File: config.mk
export PLATFORM = sky130hd
export DESIGN_NAME = async_fifo_rd_stream
export DESIGN_NICKNAME = d
export VERILOG_FILES = /design/src/rtl/async_fifo_rd_stream.sv
export SDC_FILE = /design/constraint.sdc
export NUM_CORES = 1
export LEC_CHECK = 0
export ABC_AREA = 1
export CORE_ASPECT_RATIO = 1.1
export CORE_UTILIZATION = 38
export DETAILED_ROUTE_END_ITERATION = 10
export GPL_ROUTABILITY_DRIVEN = 0
export PLACE_DENSITY = 0.66
export SKIP_CTS_REPAIR_TIMING = 1
export SLEW_MARGIN = 20
export SYNTH_ARGS = -nofsm -noshare
export SYNTH_HDL_FRONTEND = slang
export SYNTH_SLANG_ARGS = --single-unit
File: constraint.sdc
create_clock -name clk -period 2.33 [get_ports clk]
set_input_delay 0.466 -clock clk [delete_from_list [all_inputs] [get_ports clk]]
set_output_delay 0.466 -clock clk [all_outputs]
set_load 0.01 [all_outputs]
File: src/rtl/async_fifo_rd_stream.sv
// Read-side adapter for async_fifo: turns the rd_en/rd_data/empty port into a valid/ready
// stream through a 2-entry prefetch buffer that tracks the read still in flight.
module async_fifo_rd_stream #(
   parameter int unsigned DATA_WIDTH = 8
) (
   input  logic                  clk,
   input  logic                  rst_n,
   input  logic                  fifo_empty,
   input  logic [DATA_WIDTH-1:0] fifo_rd_data,
   output logic                  fifo_rd_en,
   input  logic                  flush,
   output logic                  m_valid,
   input  logic                  m_ready,
   output logic [DATA_WIDTH-1:0] m_data,
   output logic [1:0]            level
);

   localparam int unsigned DEPTH = 2;

   logic [1:0]            r_occ;
   logic                  r_inflight;
   logic                  r_drop_pending;
   logic                  r_head;
   logic                  r_tail;
   logic                  r_m_valid;
   logic [DATA_WIDTH-1:0] r_m_data;
   logic [DATA_WIDTH-1:0] r_mem [DEPTH];

   logic                  w_pop;
   logic                  w_capture;
   logic                  w_rd_en;
   logic [2:0]            w_budget;
   logic [1:0]            w_occ_nxt;
   logic                  w_head_nxt;
   logic                  w_tail_nxt;
   logic [DATA_WIDTH-1:0] w_mem_nxt [DEPTH];

   // Words committed after this cycle; a new read is only issued if it is guaranteed a slot.
   assign w_pop     = r_m_valid & m_ready;
   assign w_budget  = 3'(r_occ) + 3'(r_inflight) - 3'(w_pop);
   assign w_rd_en   = rst_n & ~fifo_empty & ~flush & (w_budget < 3'd2);
   assign w_capture = r_inflight & ~r_drop_pending & ~flush;

   always_comb begin
      w_occ_nxt  = r_occ;
      w_head_nxt = r_head;
      w_tail_nxt = r_tail;
      w_mem_nxt  = r_mem;
      if (flush) begin
         w_occ_nxt  = 2'd0;
         w_head_nxt = 1'b0;
         w_tail_nxt = 1'b0;
      end else begin
         if (w_capture) begin
            w_mem_nxt[r_tail] = fifo_rd_data;
            w_tail_nxt        = ~r_tail;
         end
         if (w_pop) begin
            w_head_nxt = ~r_head;
         end
         w_occ_nxt = r_occ + 2'(w_capture) - 2'(w_pop);
      end
   end

   // m_data is taken from the post-update head so the output is registered yet current.
   always_ff @(posedge clk or negedge rst_n) begin
      if (!rst_n) begin
         r_occ          <= 2'd0;
         r_inflight     <= 1'b0;
         r_drop_pending <= 1'b0;
         r_head         <= 1'b0;
         r_tail         <= 1'b0;
         r_m_valid      <= 1'b0;
         r_m_data       <= '0;
         r_mem[0]       <= '0;
         r_mem[1]       <= '0;
      end else begin
         r_occ          <= w_occ_nxt;
         r_inflight     <= w_rd_en;
         r_drop_pending <= flush & r_inflight;
         r_head         <= w_head_nxt;
         r_tail         <= w_tail_nxt;
         r_m_valid      <= (w_occ_nxt != 2'd0);
         r_m_data       <= w_mem_nxt[w_head_nxt];
         r_mem[0]       <= w_mem_nxt[0];
         r_mem[1]       <= w_mem_nxt[1];
      end
   end

   assign fifo_rd_en = w_rd_en;
   assign m_valid    = r_m_valid;
   assign m_data     = r_m_data;
   assign level      = r_occ;

   a_no_overflow: assert property (@(posedge clk) disable iff (!rst_n)
      !(w_capture && (r_occ == 2'd2)));

endmodule
# After elaboration in Yosys (flattened, before gate mapping)
# Index checks and enable logic that the tools add are counted.
# Widths: inputs -> output; s select.
dict set report op_classes {
  addsub 4
  magnitude_cmp 4
  n_mux 13
  bitwise_logic 14
  n_reduce_logical 3
}
# cell count
set op_table {}
lappend op_table {{$mux 16} 2}
lappend op_table {{$mux 8} 4}
lappend op_table {{$bwmux 16} 1}
lappend op_table {{$demux 8 s1} 1}
lappend op_table {{$and 1x1->1} 7}
lappend op_table {{$not 1->1} 5}
lappend op_table {{$ge 2x2->1 const B} 2}
lappend op_table {{$mux 1} 4}
lappend op_table {{$not 1->2} 2}
lappend op_table {{$reduce_bool 2->1} 2}
lappend op_table {{$add 2x1->3} 1}
lappend op_table {{$lt 3x2->1 const B} 1}
lappend op_table {{$sub 3x1->3} 1}
lappend op_table {{$add 2x1->2} 1}
lappend op_table {{$lt 2x1->1 const B} 1}
lappend op_table {{$mux 2} 1}
lappend op_table {{$sub 2x1->2} 1}
lappend op_table {{$logic_and 1x1->1} 1}
dict set report totals {
  register_bits 31
  in_bits 13
  out_inout_bits 12
  word_cells 47
}

# Depth between registers and ports, before layout
# Gate-level depths: netlist of run 1.
dict set report depth {
  word_depth 11
  depth_mapped 10
  ltp_nobuf 9
}

# Worst setup path after synthesis of run 1
# No wires, ideal clock.
dict set report synth_path {
  kind {input-to-output}
  from {in m_ready}
  to {out fifo_rd_en}
  arrival_time_ns 1.563
  required_time_ns 1.864
  slack_ns 0.301
  stages 6
  n_path_buf 0
  cell_sequence {nand2_1 -> nor2_1 -> o21ai_0 -> fa_1 -> nand3_1 -> nor2_1}
}
dict set report synth_between {
  elab_chain_cells 4
}
# item line
set synth_lines {}
lappend synth_lines {{start, declared} 13} ;# input logic m_ready,
lappend synth_lines {{$and 1x1->1} 39} ;# assign w_pop = r_m_valid & m_ready;
lappend synth_lines {{$sub 3x1->3} 40} ;# assign w_budget = 3'(r_occ) + 3'(r_inflight) - 3'(w_pop);
lappend synth_lines {{$lt 3x2->1} 41} ;# assign w_rd_en = rst_n & ~fifo_empty & ~flush & (w_budget < 3'd2);
lappend synth_lines {{$and 1x1->1} 41}
lappend synth_lines {{end, declared} 10} ;# output logic fifo_rd_en,
# No other way between the ends.

# Worst setup path in the final report of run 1
dict set report layout_path {
  from {reg r_m_valid (netlist: m_valid)}
  to {out fifo_rd_en}
}
dict set report layout_between {
  elab_chain_cells 4
}
# item line
set layout_lines {}
lappend layout_lines {{start, declared} 25} ;# logic r_m_valid;
lappend layout_lines {{start signal, assigned} 83} ;# r_m_valid <= (w_occ_nxt != 2'd0);
lappend layout_lines {{$and 1x1->1} 39}
lappend layout_lines {{$sub 3x1->3} 40}
lappend layout_lines {{$lt 3x2->1} 41}
lappend layout_lines {{$and 1x1->1} 41}
# No other way between the ends.

==> reports/qor.log, run 1 <==
INFO  status         outcome=complete, no violations
INFO  power          peakVddDrop=0.000454V
INFO  grt            grt_max_degree=32
INFO  grt            grt_pass1_wl=5330um
INFO  sta            slew_viol_final=0
INFO  detailed_routing routed_wire_length_per_instance=11.2um
INFO  sta            timing_hold_violations_final=0
INFO  floorplan      num_rows=23
INFO  worst_hold_path timing.hold.worst.class=reg -> reg
INFO  critical_path  timing.critical_path.to_type=output port
INFO  cells_and_area final_util=52.3%
INFO  cells_and_area multi_input_area=664squm
INFO  power          power.total=2020uW
INFO  synth          post_synthesis_compound_gate_area_fraction=0.664%
INFO  floorplan      design.core.area=3710squm
INFO  sta            fin_skew=0.00406ns
INFO  sta            max_clock_freq=0.436GHz
INFO  cells_and_area antenna-diode-count=0
INFO  clocking       clock_sinks=31
INFO  synth          ys.warnings.count=0
INFO  floorplan      dieArea=4220squm
INFO  cells_and_area fin_nets=248
INFO  detailed_routing avgViaCountPerCell=4.46
INFO  clocking       cts_made_buffers=5
INFO  cells_and_area drive_above_1_share=16.3%
INFO  synth          post_synth_xor_area_fraction=0.581%
INFO  sta            rsz0062_at_grt=true
INFO  floorplan      floorplan.initialDensity=40.6%
INFO  sta            tightestPinTransition=0.404ns
INFO  synth          syn_avg_cell_area=7.69squm
INFO  cells_and_area final_cell_count_no_fill=283
INFO  synth          ys_seq_elements=31
INFO  sta            slew-limit-headroom=73.0%
INFO  clocking       cts_max_level=2
INFO  critical_path  r2r_cells=7
INFO  clocking       cts.root.buffer_cell=sky130_fd_sc_hd__clkbuf_8
INFO  critical_path  worst-r2r-setup-slack=0.85ns
INFO  sta            finalCritPeriodShare=98.5%
INFO  cells_and_area sequential_cell_area=776squm
INFO  grt            global_route.overflow_total=0
INFO  detailed_routing num_vias=1261
INFO  power          power_per_cell_area=1040nW/um^2
INFO  cells_and_area n_fill_cell=353
INFO  critical_path  critical_path.max_fanout=3
INFO  synth          syn-num-nets=212
INFO  floorplan      boundaryPins=25
INFO  sta            report.final.setup_viol=0
INFO  floorplan      die_height=68.0um
INFO  synth          post_synth_fa_ha_maj_area_fraction=2.99%
INFO  cells_and_area flow.area_growth_from_synthesis=28.9%
INFO  clocking       worst_skew_pair.late_latency=0.28ns
INFO  grt            grt_antenna_before_repair=0
INFO  critical_path  regToRegStartpoint=m_valid
INFO  place          place_hpwl=2130um
INFO  critical_path  setup.worst_path.start_class=flop
INFO  power          leakage=0.00107uW
INFO  synth          yosys.area_share.simple=38.5%
INFO  floorplan      fp.dieW=62.0um
INFO  detailed_routing pre_repair_dr_iteration_count=4
INFO  critical_path  timing.critical_path.arrival=1.83ns
INFO  grt            first_global_vias=1270
INFO  synth          ys_types=18
INFO  sta            min_period=2.29ns
INFO  detailed_routing initialDrtViolationCount=41
INFO  critical_path  worst_r2r_end=r_inflight
INFO  place          dp.cells=275
INFO  worst_hold_path hold_path_end=r_mem[0]
INFO  place          io_buffer_count=24
INFO  clocking       clk_transition_reported_paths=0.06ns
INFO  synth          synth_sequential_area_ratio=51.5%
INFO  worst_hold_path hold_path_depth=2
INFO  detailed_routing remaining_drc_errors=0
INFO  synth          post_synth_instance_area=1510squm
INFO  worst_hold_path hold_path_startpoint=r_mem[0]
INFO  critical_path  endpoint_required_time_on_the_critical_path=1.86ns
INFO  detailed_routing routed_wl=3160um
INFO  critical_path  timing_worst_setup_path_type=reg -> out
INFO  synth          number_of_cells_produced_by_synthesis=196
INFO  synth          yosys-mux-area-fraction=0%
INFO  clocking       clock_tree_from_tritoncts=yes
INFO  detailed_routing ant_nets=0
INFO  synth          synth_top_family_by_area=simple AND/OR/NAND/NOR gates
INFO  clocking       clock_path_buffers=2
INFO  grt            grt_util_all_layers=18.2%
INFO  flow_run       max_cap_viol_count=0
[flip-flops by register name (all words and copies together) (netlist names)]
name / flops
r_mem: 16
m_data: 8
r_inflight: 1
r_drop_pending: 1
level: 2
r_head: 1
r_tail: 1
m_valid: 1
[logic make-up (layout without fill, tap and decap cells)]
family                     count (synthesis)  count (layout)
DFF                                       31              31
buffers and inverters                     17              54
and+or+nand+nor                          142             142
xor gates and xnor gates                   1               1
adders and majority gates                  3               3
AOI/OAI and AO/OA                          2               2
[Yosys cell counts (all sizes together)]
master,count,area (sq um)
inv,11,41.3
dfrtp,31,776
ha,2,25.0
fa,1,20.0
o21ai,2,10.0
xor2,1,8.76
nand3,7,45.0
clkinv,1,3.75
or2,1,6.26
buf,5,42.5
nand2,129,502
nor2,5,26.3
[routing by layer]
layer	vias to the layer above	part of all wire [%]	track usage, %
met4	0	1.7	7.78
met1	565	46	20.1
met5	-	0	0
met3	4	4.3	6.05
li1	665	-	-
met2	27	48	31.4
[how the worst max path moves through the flow]
stage | cells after the start | slack (ns) | endpoint | start
after floorplan | 6 | 0.30 | fifo_rd_en | m_ready
after global placement | 8 | -0.63 | fifo_rd_en | m_ready
after detailed placement | 8 | -0.71 | fifo_rd_en | m_ready
after CTS | 8 | -0.72 | fifo_rd_en | m_ready
after global routing | 8 | -0.07 | fifo_rd_en | m_valid
final | 8 | 0.04 | fifo_rd_en | m_valid
[through the flow]
stage	instance area [sq um]	setup slack, ns	TNS [ns]	hold slack [ns]
2_1_floorplan	1510	0.301	0	0.170
3_3_place_gp	1840	-0.634	-0.634	0.482
3_5_place_dp	1840	-0.710	-0.710	0.488
4_1_cts	1920	-0.717	-0.717	0.503
5_1_grt	1940	-0.0668	-0.0668	0.520
6_report	1940	0.0355	0	0.500
[report_power, final]
part / switching [uW] / internal, uW / leakage, uW / total, uW
Clock: 189 / 209 / 0.0000422 / 398
Sequential: 93.1 / 745 / 0.000398 / 838
Combinational: 410 / 370 / 0.000626 / 780
[placed cells by master (no fill, tap or decap), types with 3 or more instances in the layout]
cell                              Yosys  routed
sky130_fd_sc_hd__nand2_1            122     121
sky130_fd_sc_hd__nor2_2               0       3
sky130_fd_sc_hd__clkdlybuf4s50_1      0      22
sky130_fd_sc_hd__inv_1                9       8
sky130_fd_sc_hd__nand3_1              5       4
sky130_fd_sc_hd__nand3_2              2       3
sky130_fd_sc_hd__clkbuf_8             0       5
sky130_fd_sc_hd__buf_4                2      10
sky130_fd_sc_hd__dfrtp_1             31      31
sky130_fd_sc_hd__inv_2                2       3
sky130_fd_sc_hd__nand2_2              7       8
[final cells by class]
cell class,instances,area share [%]
multi-input combinational,148,34.2
sequential,31,39.9
tap,50,3.22
clock inverter,1,0.258
inverter,12,2.32
timing repair buffer,34,16.1
clock buffer,7,3.93
[critical path, cell delays in order, from the launching register on]
cell and delay, ns:
sky130_fd_sc_hd__dfrtp_1 0.39, sky130_fd_sc_hd__nand2_2 0.09, sky130_fd_sc_hd__inv_2 0.04, sky130_fd_sc_hd__nor2_2 0.11, sky130_fd_sc_hd__o21ai_2 0.08, sky130_fd_sc_hd__fa_2 0.55
sky130_fd_sc_hd__nand3_2 0.06, sky130_fd_sc_hd__nor2_2 0.09, sky130_fd_sc_hd__buf_2 0.13
Power figures use the tool's default switching activity.
==> run 2: changes to the inputs <==
--- a/config.mk
+++ b/config.mk
@@ -11,6 +11,7 @@
 export DETAILED_ROUTE_END_ITERATION = 10
 export GPL_ROUTABILITY_DRIVEN = 0
 export PLACE_DENSITY = 0.66
+export REMOVE_ABC_BUFFERS = 1
 export SKIP_CTS_REPAIR_TIMING = 1
 export SLEW_MARGIN = 20
 export SYNTH_ARGS = -nofsm -noshare
==> run 2 against run 1 <==
Against the previous run: cell count up 0.35%; fmax increased by 1.1%; first-iteration DRC count fell by 29%; non-clock buffer count is 1 higher; flip-flop and latch count is the same; clock skew grew 0.0015 ns; via count decreased by 1.4%; hold slack got worse by 0.0020 ns; combinational power is essentially flat; global-route usage shrank 1.0 points; largest cell class unchanged; highest routed layer unchanged.
==> reports/qor.log, run 2 (synthesis results as in run 1) <==
INFO  clocking       clk_transition_reported_paths=0.06ns [about the same]
INFO  clocking       cts_made_buffers=5 [unchanged]
INFO  clocking       cts.root.buffer_cell=sky130_fd_sc_hd__clkbuf_8
INFO  sta            setup-tns-final=0ns [unchanged]
INFO  critical_path  endpoint_required_time_on_the_critical_path=1.86ns [about the same]
INFO  place          io_buffer_count=24 [unchanged]
INFO  critical_path  crit_path_top_delay_cell=sky130_fd_sc_hd__fa_2
INFO  cells_and_area largest_register_ff_count=16 [unchanged]
INFO  cells_and_area final_cell_count_no_fill=284 [+0.35%]
INFO  detailed_routing routed_wl=3050um [-3.5%]
INFO  detailed_routing remaining_drc_errors=0 [unchanged]
INFO  grt            grt_pass1_wl=5090um [-4.7%]
INFO  detailed_routing avgViaCountPerCell=4.38 [-1.8%]
INFO  floorplan      die_height=68.0um [unchanged]
INFO  sta            slew_viol_final=0 [unchanged]
INFO  power          power_per_cell_area=1050nW/um^2 [+1.4%]
INFO  sta            timing_hold_violations_final=0 [unchanged]
INFO  critical_path  timing.critical_path.mode_cell=sky130_fd_sc_hd__nor2_2
INFO  sta            finalCritPeriodShare=97.4% [-1.1 points]
INFO  critical_path  timing_worst_setup_path_type=reg -> out
INFO  grt            grt_antenna_before_repair=0 [unchanged]
INFO  clocking       clock_sinks=31 [unchanged]
INFO  floorplan      boundaryPins=25 [unchanged]
INFO  cells_and_area top_register=r_mem
INFO  power          p_comb_share=37.5% [-1.2 points]
INFO  power          leakage=0.00108uW [+1.3%]
INFO  critical_path  setup.worst_path.start_class=flop
INFO  worst_hold_path timing.hold.worst.class=reg -> reg
INFO  power          switch_pwr=685uW [-1.0%]
INFO  clocking       worst_skew_pair.late_latency=0.28ns [about the same]
INFO  clocking       clock_path_buffers=2 [unchanged]
INFO  cells_and_area antenna-diode-count=0 [unchanged]
INFO  cells_and_area drive_above_1_share=17.1% [+0.79 points]
INFO  grt            grt_max_degree=32 [unchanged]
INFO  power          sw_frac_of_total=33.0% [-1.3 points]
INFO  sta            rsz0062_at_grt=true
INFO  grt            first_global_vias=1156 [-9.0%]
INFO  clocking       cts_max_level=2 [unchanged]
INFO  sta            fin_skew=0.00552ns [+0.00146 ns]
INFO  critical_path  critical_path.max_fanout=3 [unchanged]
INFO  sta            min_period=2.27ns [-0.0254 ns]
INFO  floorplan      dieArea=4220squm [unchanged]
INFO  cells_and_area flow.area_growth_from_synthesis=30.6%
INFO  cells_and_area final_cell_mix=121 x sky130_fd_sc_hd__nand2_1, 31 x sky130_fd_sc_hd__dfrtp_1, 22 x sky130_fd_sc_hd__clkdlybuf4s50_1, 11 x sky130_fd_sc_hd__buf_4
INFO  cells_and_area layout_commonest_cell=sky130_fd_sc_hd__nand2_1
INFO  cells_and_area fin_nets=249 [+0.40%]
INFO  sta            max_clock_freq=0.441GHz [+1.1%]
INFO  sta            report.final.setup_viol=0 [unchanged]
INFO  critical_path  timing.critical_path.arrival=1.80ns [-0.03 ns]
INFO  floorplan      num_rows=23 [unchanged]
INFO  sta            tightestPinTransition=0.382ns [-0.0221 ns]
INFO  floorplan      floorplan.initialDensity=40.6% [unchanged]
INFO  power          power.share.sequential=40.4% [-1.2 points]
INFO  sta            hold-worst-slack=0.498ns [-0.00197 ns]
INFO  critical_path  critical_path.top_delay_family=adder cells
INFO  floorplan      fp.dieW=62.0um [unchanged]
INFO  status         outcome=complete, no violations
INFO  critical_path  critPathMaxStageDelay=0.54ns [about the same]
INFO  critical_path  timing.critical_path.to_type=output port
INFO  place          place_hpwl=1950um [-8.4%]
INFO  grt            global_route.overflow_total=0 [unchanged]
INFO  detailed_routing initialDrtViolationCount=29 [-29%]
INFO  place          dp.cells=275 [unchanged]
INFO  power          share_clk_of_total_power=22.2% [+2.5 points]
INFO  power          power_report.internal_total=1390uW [+4.8%]
INFO  floorplan      design.core.area=3710squm [unchanged]
INFO  critical_path  path_buf_inv=2 [unchanged]
INFO  critical_path  crit_chain=nand2_2 -> inv_2 -> nor2_2 -> o21ai_2 -> fa_2 -> nand3_2 -> nor2_2 -> buf_2
INFO  power          peakVddDrop=0.000472V [+3.9%]
INFO  detailed_routing ant_nets=0 [unchanged]
INFO  grt            grt_util_all_layers=17.2% [-1.0 points]
INFO  flow_run       max_cap_viol_count=0 [unchanged]
INFO  detailed_routing routed_wire_length_per_instance=10.7um [-3.9%]
INFO  detailed_routing pre_repair_dr_iteration_count=4 [unchanged]
INFO  detailed_routing num_vias=1243 [-1.4%]
INFO  sta            slew-limit-headroom=74.5% [+1.5 points]
INFO  clocking       clock_tree_from_tritoncts=yes
## run 2: power groups by stage
| stage | clock (uW) | sequential, uW | combinational, uW |
|---|---|---|---|
| global placement | 0 | 836 | 752 |
| floorplan | 0 | 887 | 377 |
| detailed placement | 0 | 841 | 765 |
| global route | 493 | 862 | 892 |
| finish | 459 | 836 | 777 |
| CTS | 469 | 834 | 770 |
## run 2: worst paths after layout
kind | endpoint | cells after the start | slack [ns] | from
setup / recovery | fifo_rd_en | 8 | 0.06 | m_valid
hold / removal | r_mem[4] | 2 | 0.50 | r_mem[4]
setup reg to reg | m_valid | 10 | 0.74 | m_valid
hold reg to reg | r_mem[4] | 2 | 0.50 | r_mem[4]
max in group asynchronous | level[0] | 2 | 1.35 | rst_n
min in group asynchronous | m_data[0] | 2 | 0.70 | rst_n
## run 2: layer usage
| metal | vias to the layer above | GRT usage [%] | wire length, um |
|---|---|---|---|
| met4 | 0 | 6.67 | 52 |
| met5 | - | 0 | 0 |
| met3 | 4 | 5.67 | 126 |
| met1 | 558 | 20.1 | 1350 |
| li1 | 659 | - | - |
| met2 | 22 | 28.7 | 1520 |
## run 2: area by class of cell
class / instances / area, sq um
clock buffer: 8 / 100
tap: 50 / 62.6
inverter: 12 / 45.0
fill: 359 / 1740
multi-input combinational: 148 / 664
sequential: 31 / 776
timing repair buffer: 35 / 320
## run 2: metrics by stage
stage	cell area (sq um)	utilization (%)	worst slack (ns)	power [uW]
detailed placement	1840	49.6	-0.665	1610
global placement	1840	49.6	-0.628	1590
global route	1970	53.0	-0.0247	2250
finish	1970	53.0	0.0609	2070
CTS	1940	52.3	-0.673	2070
floorplan	1460	-	0.301	1260
## run 2: worst min-delay path, delay by kind of cell (launching register included)
family	cells	cell delay, ns
DFF	1	0.34
and+or+nand+nor	2	0.12
==> run 3: changes to the inputs <==
==> constraint.sdc (replaced) <==
create_clock -name clk -period 2.59 [get_ports clk]
set_input_delay 0.518 -clock clk [delete_from_list [all_inputs] [get_ports clk]]
set_output_delay 0.518 -clock clk [all_outputs]
set_load 0.01 [all_outputs]
==> run 3 against run 2 <==
Against the previous run: cell count decreased by 1.1%; sequential share of layout area rose by 0.20 points; wire length down 0.39%; critical path depth is the same; worst setup slack better by 0.11 ns; core utilization is 0.27 points lower; register-to-register slack improved by 0.20 ns; combinational power fell by 14%; largest power group unchanged; highest routed layer unchanged.
==> reports/qor.log, run 3 (synthesis results as in run 1) <==
INFO  grt            global_route.overflow_total=0 [unchanged]
INFO  detailed_routing num_vias=1254 [+0.88%]
INFO  detailed_routing pre_repair_dr_iteration_count=4 [unchanged]
INFO  cells_and_area layout_commonest_cell=sky130_fd_sc_hd__nand2_1
INFO  worst_hold_path timing.hold.worst.class=reg -> reg
INFO  detailed_routing ant_nets=0 [unchanged]
INFO  critical_path  worst-r2r-setup-slack=0.94ns [+0.20 ns]
INFO  cells_and_area top_register=r_mem
INFO  critical_path  endpoint_required_time_on_the_critical_path=2.07ns [+0.21 ns]
INFO  cells_and_area final_cell_mix=121 x sky130_fd_sc_hd__nand2_1, 31 x sky130_fd_sc_hd__dfrtp_1, 22 x sky130_fd_sc_hd__clkdlybuf4s50_1, 9 x sky130_fd_sc_hd__inv_1
INFO  place          io_buffer_count=24 [unchanged]
INFO  critical_path  crit_path_top_delay_cell=sky130_fd_sc_hd__dfrtp_1
INFO  floorplan      boundaryPins=25 [unchanged]
INFO  clocking       cts_made_buffers=5 [unchanged]
INFO  clocking       clock_path_buffers=2 [unchanged]
INFO  place          detailedPlace.worstSlack=-0.522ns [+0.142 ns]
INFO  cells_and_area flow.area_growth_from_synthesis=30.0%
INFO  grt            grt_util_all_layers=16.8% [-0.36 points]
INFO  sta            report.final.setup_viol=0 [unchanged]
INFO  grt            grt_max_degree=32 [unchanged]
INFO  sta            rsz0062_at_grt=false
INFO  critical_path  critical_path.max_fanout=3 [unchanged]
INFO  critical_path  critPathLaunch=m_valid
INFO  critical_path  path_buf_inv=2 [unchanged]
INFO  sta            finalCritPeriodShare=93.4%
INFO  power          peakVddDrop=0.000455V [-3.5%]
INFO  floorplan      die_height=68.0um [unchanged]
INFO  sta            timing_hold_violations_final=0 [unchanged]
INFO  critical_path  timing.critical_path.to_type=output port
INFO  detailed_routing routed_wl=3040um [-0.39%]
INFO  power          share_clk_of_total_power=25.4% [+3.2 points]
INFO  power          power.total=1910uW [-7.9%]
INFO  detailed_routing routed_wire_length_per_instance=10.8um [+0.67%]
INFO  power          p_comb_share=35.0% [-2.5 points]
INFO  critical_path  crit_chain=nand2_2 -> inv_1 -> nor2_2 -> o21ai_2 -> fa_1 -> xor2_1 -> nor2_1 -> buf_2
INFO  critical_path  timing.critical_path.arrival=1.90ns [+0.10 ns]
INFO  power          leakage=0.00108uW [-0.20%]
INFO  floorplan      design.core.area=3710squm [unchanged]
INFO  critical_path  critical_path.top_delay_family=flip-flops
INFO  critical_path  regToRegStartpoint=m_valid
INFO  power          power_per_cell_area=975nW/um^2 [-7.4%]
INFO  grt            grt_antenna_before_repair=0 [unchanged]
INFO  power          power.share.sequential=39.5% [-0.9 points]
INFO  critical_path  critPathMaxStageDelay=0.40ns [-0.14 ns]
INFO  clocking       cts.root.buffer_cell=sky130_fd_sc_hd__clkbuf_8
INFO  detailed_routing remaining_drc_errors=0 [unchanged]
INFO  floorplan      num_rows=23 [unchanged]
INFO  grt            first_global_vias=1170 [+1.2%]
INFO  cells_and_area final_util=52.7% [-0.27 points]
INFO  clocking       clock_sinks=31 [unchanged]
INFO  sta            tightestPinTransition=0.382ns [+0.000239 ns]
INFO  clocking       worst_skew_pair.late_latency=0.28ns [about the same]
INFO  floorplan      dieArea=4220squm [unchanged]
INFO  power          sw_frac_of_total=32.1% [-0.89 points]
INFO  cells_and_area drive_above_1_share=14.7% [-2.4 points]
INFO  sta            slew-limit-headroom=74.5% [about the same]
INFO  place          place_hpwl=1960um [+0.39%]
INFO  cells_and_area largest_register_ff_count=16 [unchanged]
INFO  floorplan      fp.dieW=62.0um [unchanged]
INFO  sta            max_clock_freq=0.414GHz
INFO  grt            grt_pass1_wl=5020um [-1.2%]
INFO  power          power_report.internal_total=1290uW [-6.7%]
INFO  clocking       cts_max_level=2 [unchanged]
INFO  sta            fin_skew=0.00499ns [-0.000529 ns]
INFO  clocking       clock_tree_from_tritoncts=yes
INFO  critical_path  setup.worst_path.start_class=flop
INFO  status         outcome=complete, no violations
INFO  floorplan      floorplan.initialDensity=40.6% [unchanged]
INFO  sta            final.setup.worst_slack=0.172ns [+0.111 ns]
INFO  power          switch_pwr=614uW [-10%]
INFO  sta            slew_viol_final=0 [unchanged]
INFO  sta            min_period=2.42ns
INFO  worst_hold_path hold_path_startpoint=r_mem[0]
INFO  detailed_routing avgViaCountPerCell=4.46 [+2.0%]
INFO  clocking       clk_transition_reported_paths=0.06ns [about the same]
INFO  cells_and_area fin_nets=246 [-1.2%]
INFO  detailed_routing initialDrtViolationCount=49 [+69%]
INFO  critical_path  timing_worst_setup_path_type=reg -> out
INFO  cells_and_area n_fill_cell=362 [+0.84%]
INFO  flow_run       max_cap_viol_count=0 [unchanged]
INFO  cells_and_area antenna-diode-count=0 [unchanged]
run 3: worst paths after layout:
check | endpoint | cells after the start
setup / recovery | fifo_rd_en | 8
max in group asynchronous | level[0] | 2
hold / removal | r_mem[0] | 2
min in group asynchronous | m_data[1] | 2
setup reg to reg | r_inflight | 8
hold reg to reg | r_mem[0] | 2
run 3: tightest hold or removal path: stages (launching register included):
cell and delay, ns:
sky130_fd_sc_hd__dfrtp_1 0.34, sky130_fd_sc_hd__nand2_1 0.05, sky130_fd_sc_hd__nand2_1 0.07
run 3: layout make-up:
class                           count  area [sq um]  share of cell area (%)
Clock buffer                        6          82.6                    4.22
Multi-Input combinational cell    148           659                    33.7
Clock inverter                      2          35.0                    1.79
Sequential cell                    31           776                    39.6
Timing Repair Buffer               32           298                    15.2
Inverter                           12          45.0                    2.30
Tap cell                           50          62.6                    3.19
run 3: power by group through the flow:
stage	Combinational [uW]	Sequential [uW]	Clock [uW]
2_1_floorplan	339	798	0
3_3_place_gp	650	757	0
3_5_place_dp	662	760	0
4_1_cts	668	753	496
5_1_grt	770	785	522
6_report	668	755	485
run 3: routing by layer:
metal | up-vias | share of wire [%] | global-route usage [%]
met5 | - | 0 | 0
met4 | 0 | 1.3 | 6.67
met3 | 4 | 4.0 | 4.54
met2 | 27 | 50 | 29.5
met1 | 568 | 44 | 19.0
li1 | 655 | - | -
run 3: stage by stage:
step                      cells  hold slack (ns)  TNS (ns)  cell area [sq um]
after floorplan             191            0.222         0               1460
after global placement      272            0.483    -0.466               1820
after detailed placement    272            0.485    -0.522               1820
after CTS                   280            0.503    -0.529               1940
after global routing        281            0.535         0               1960
final                       281            0.499         0               1960
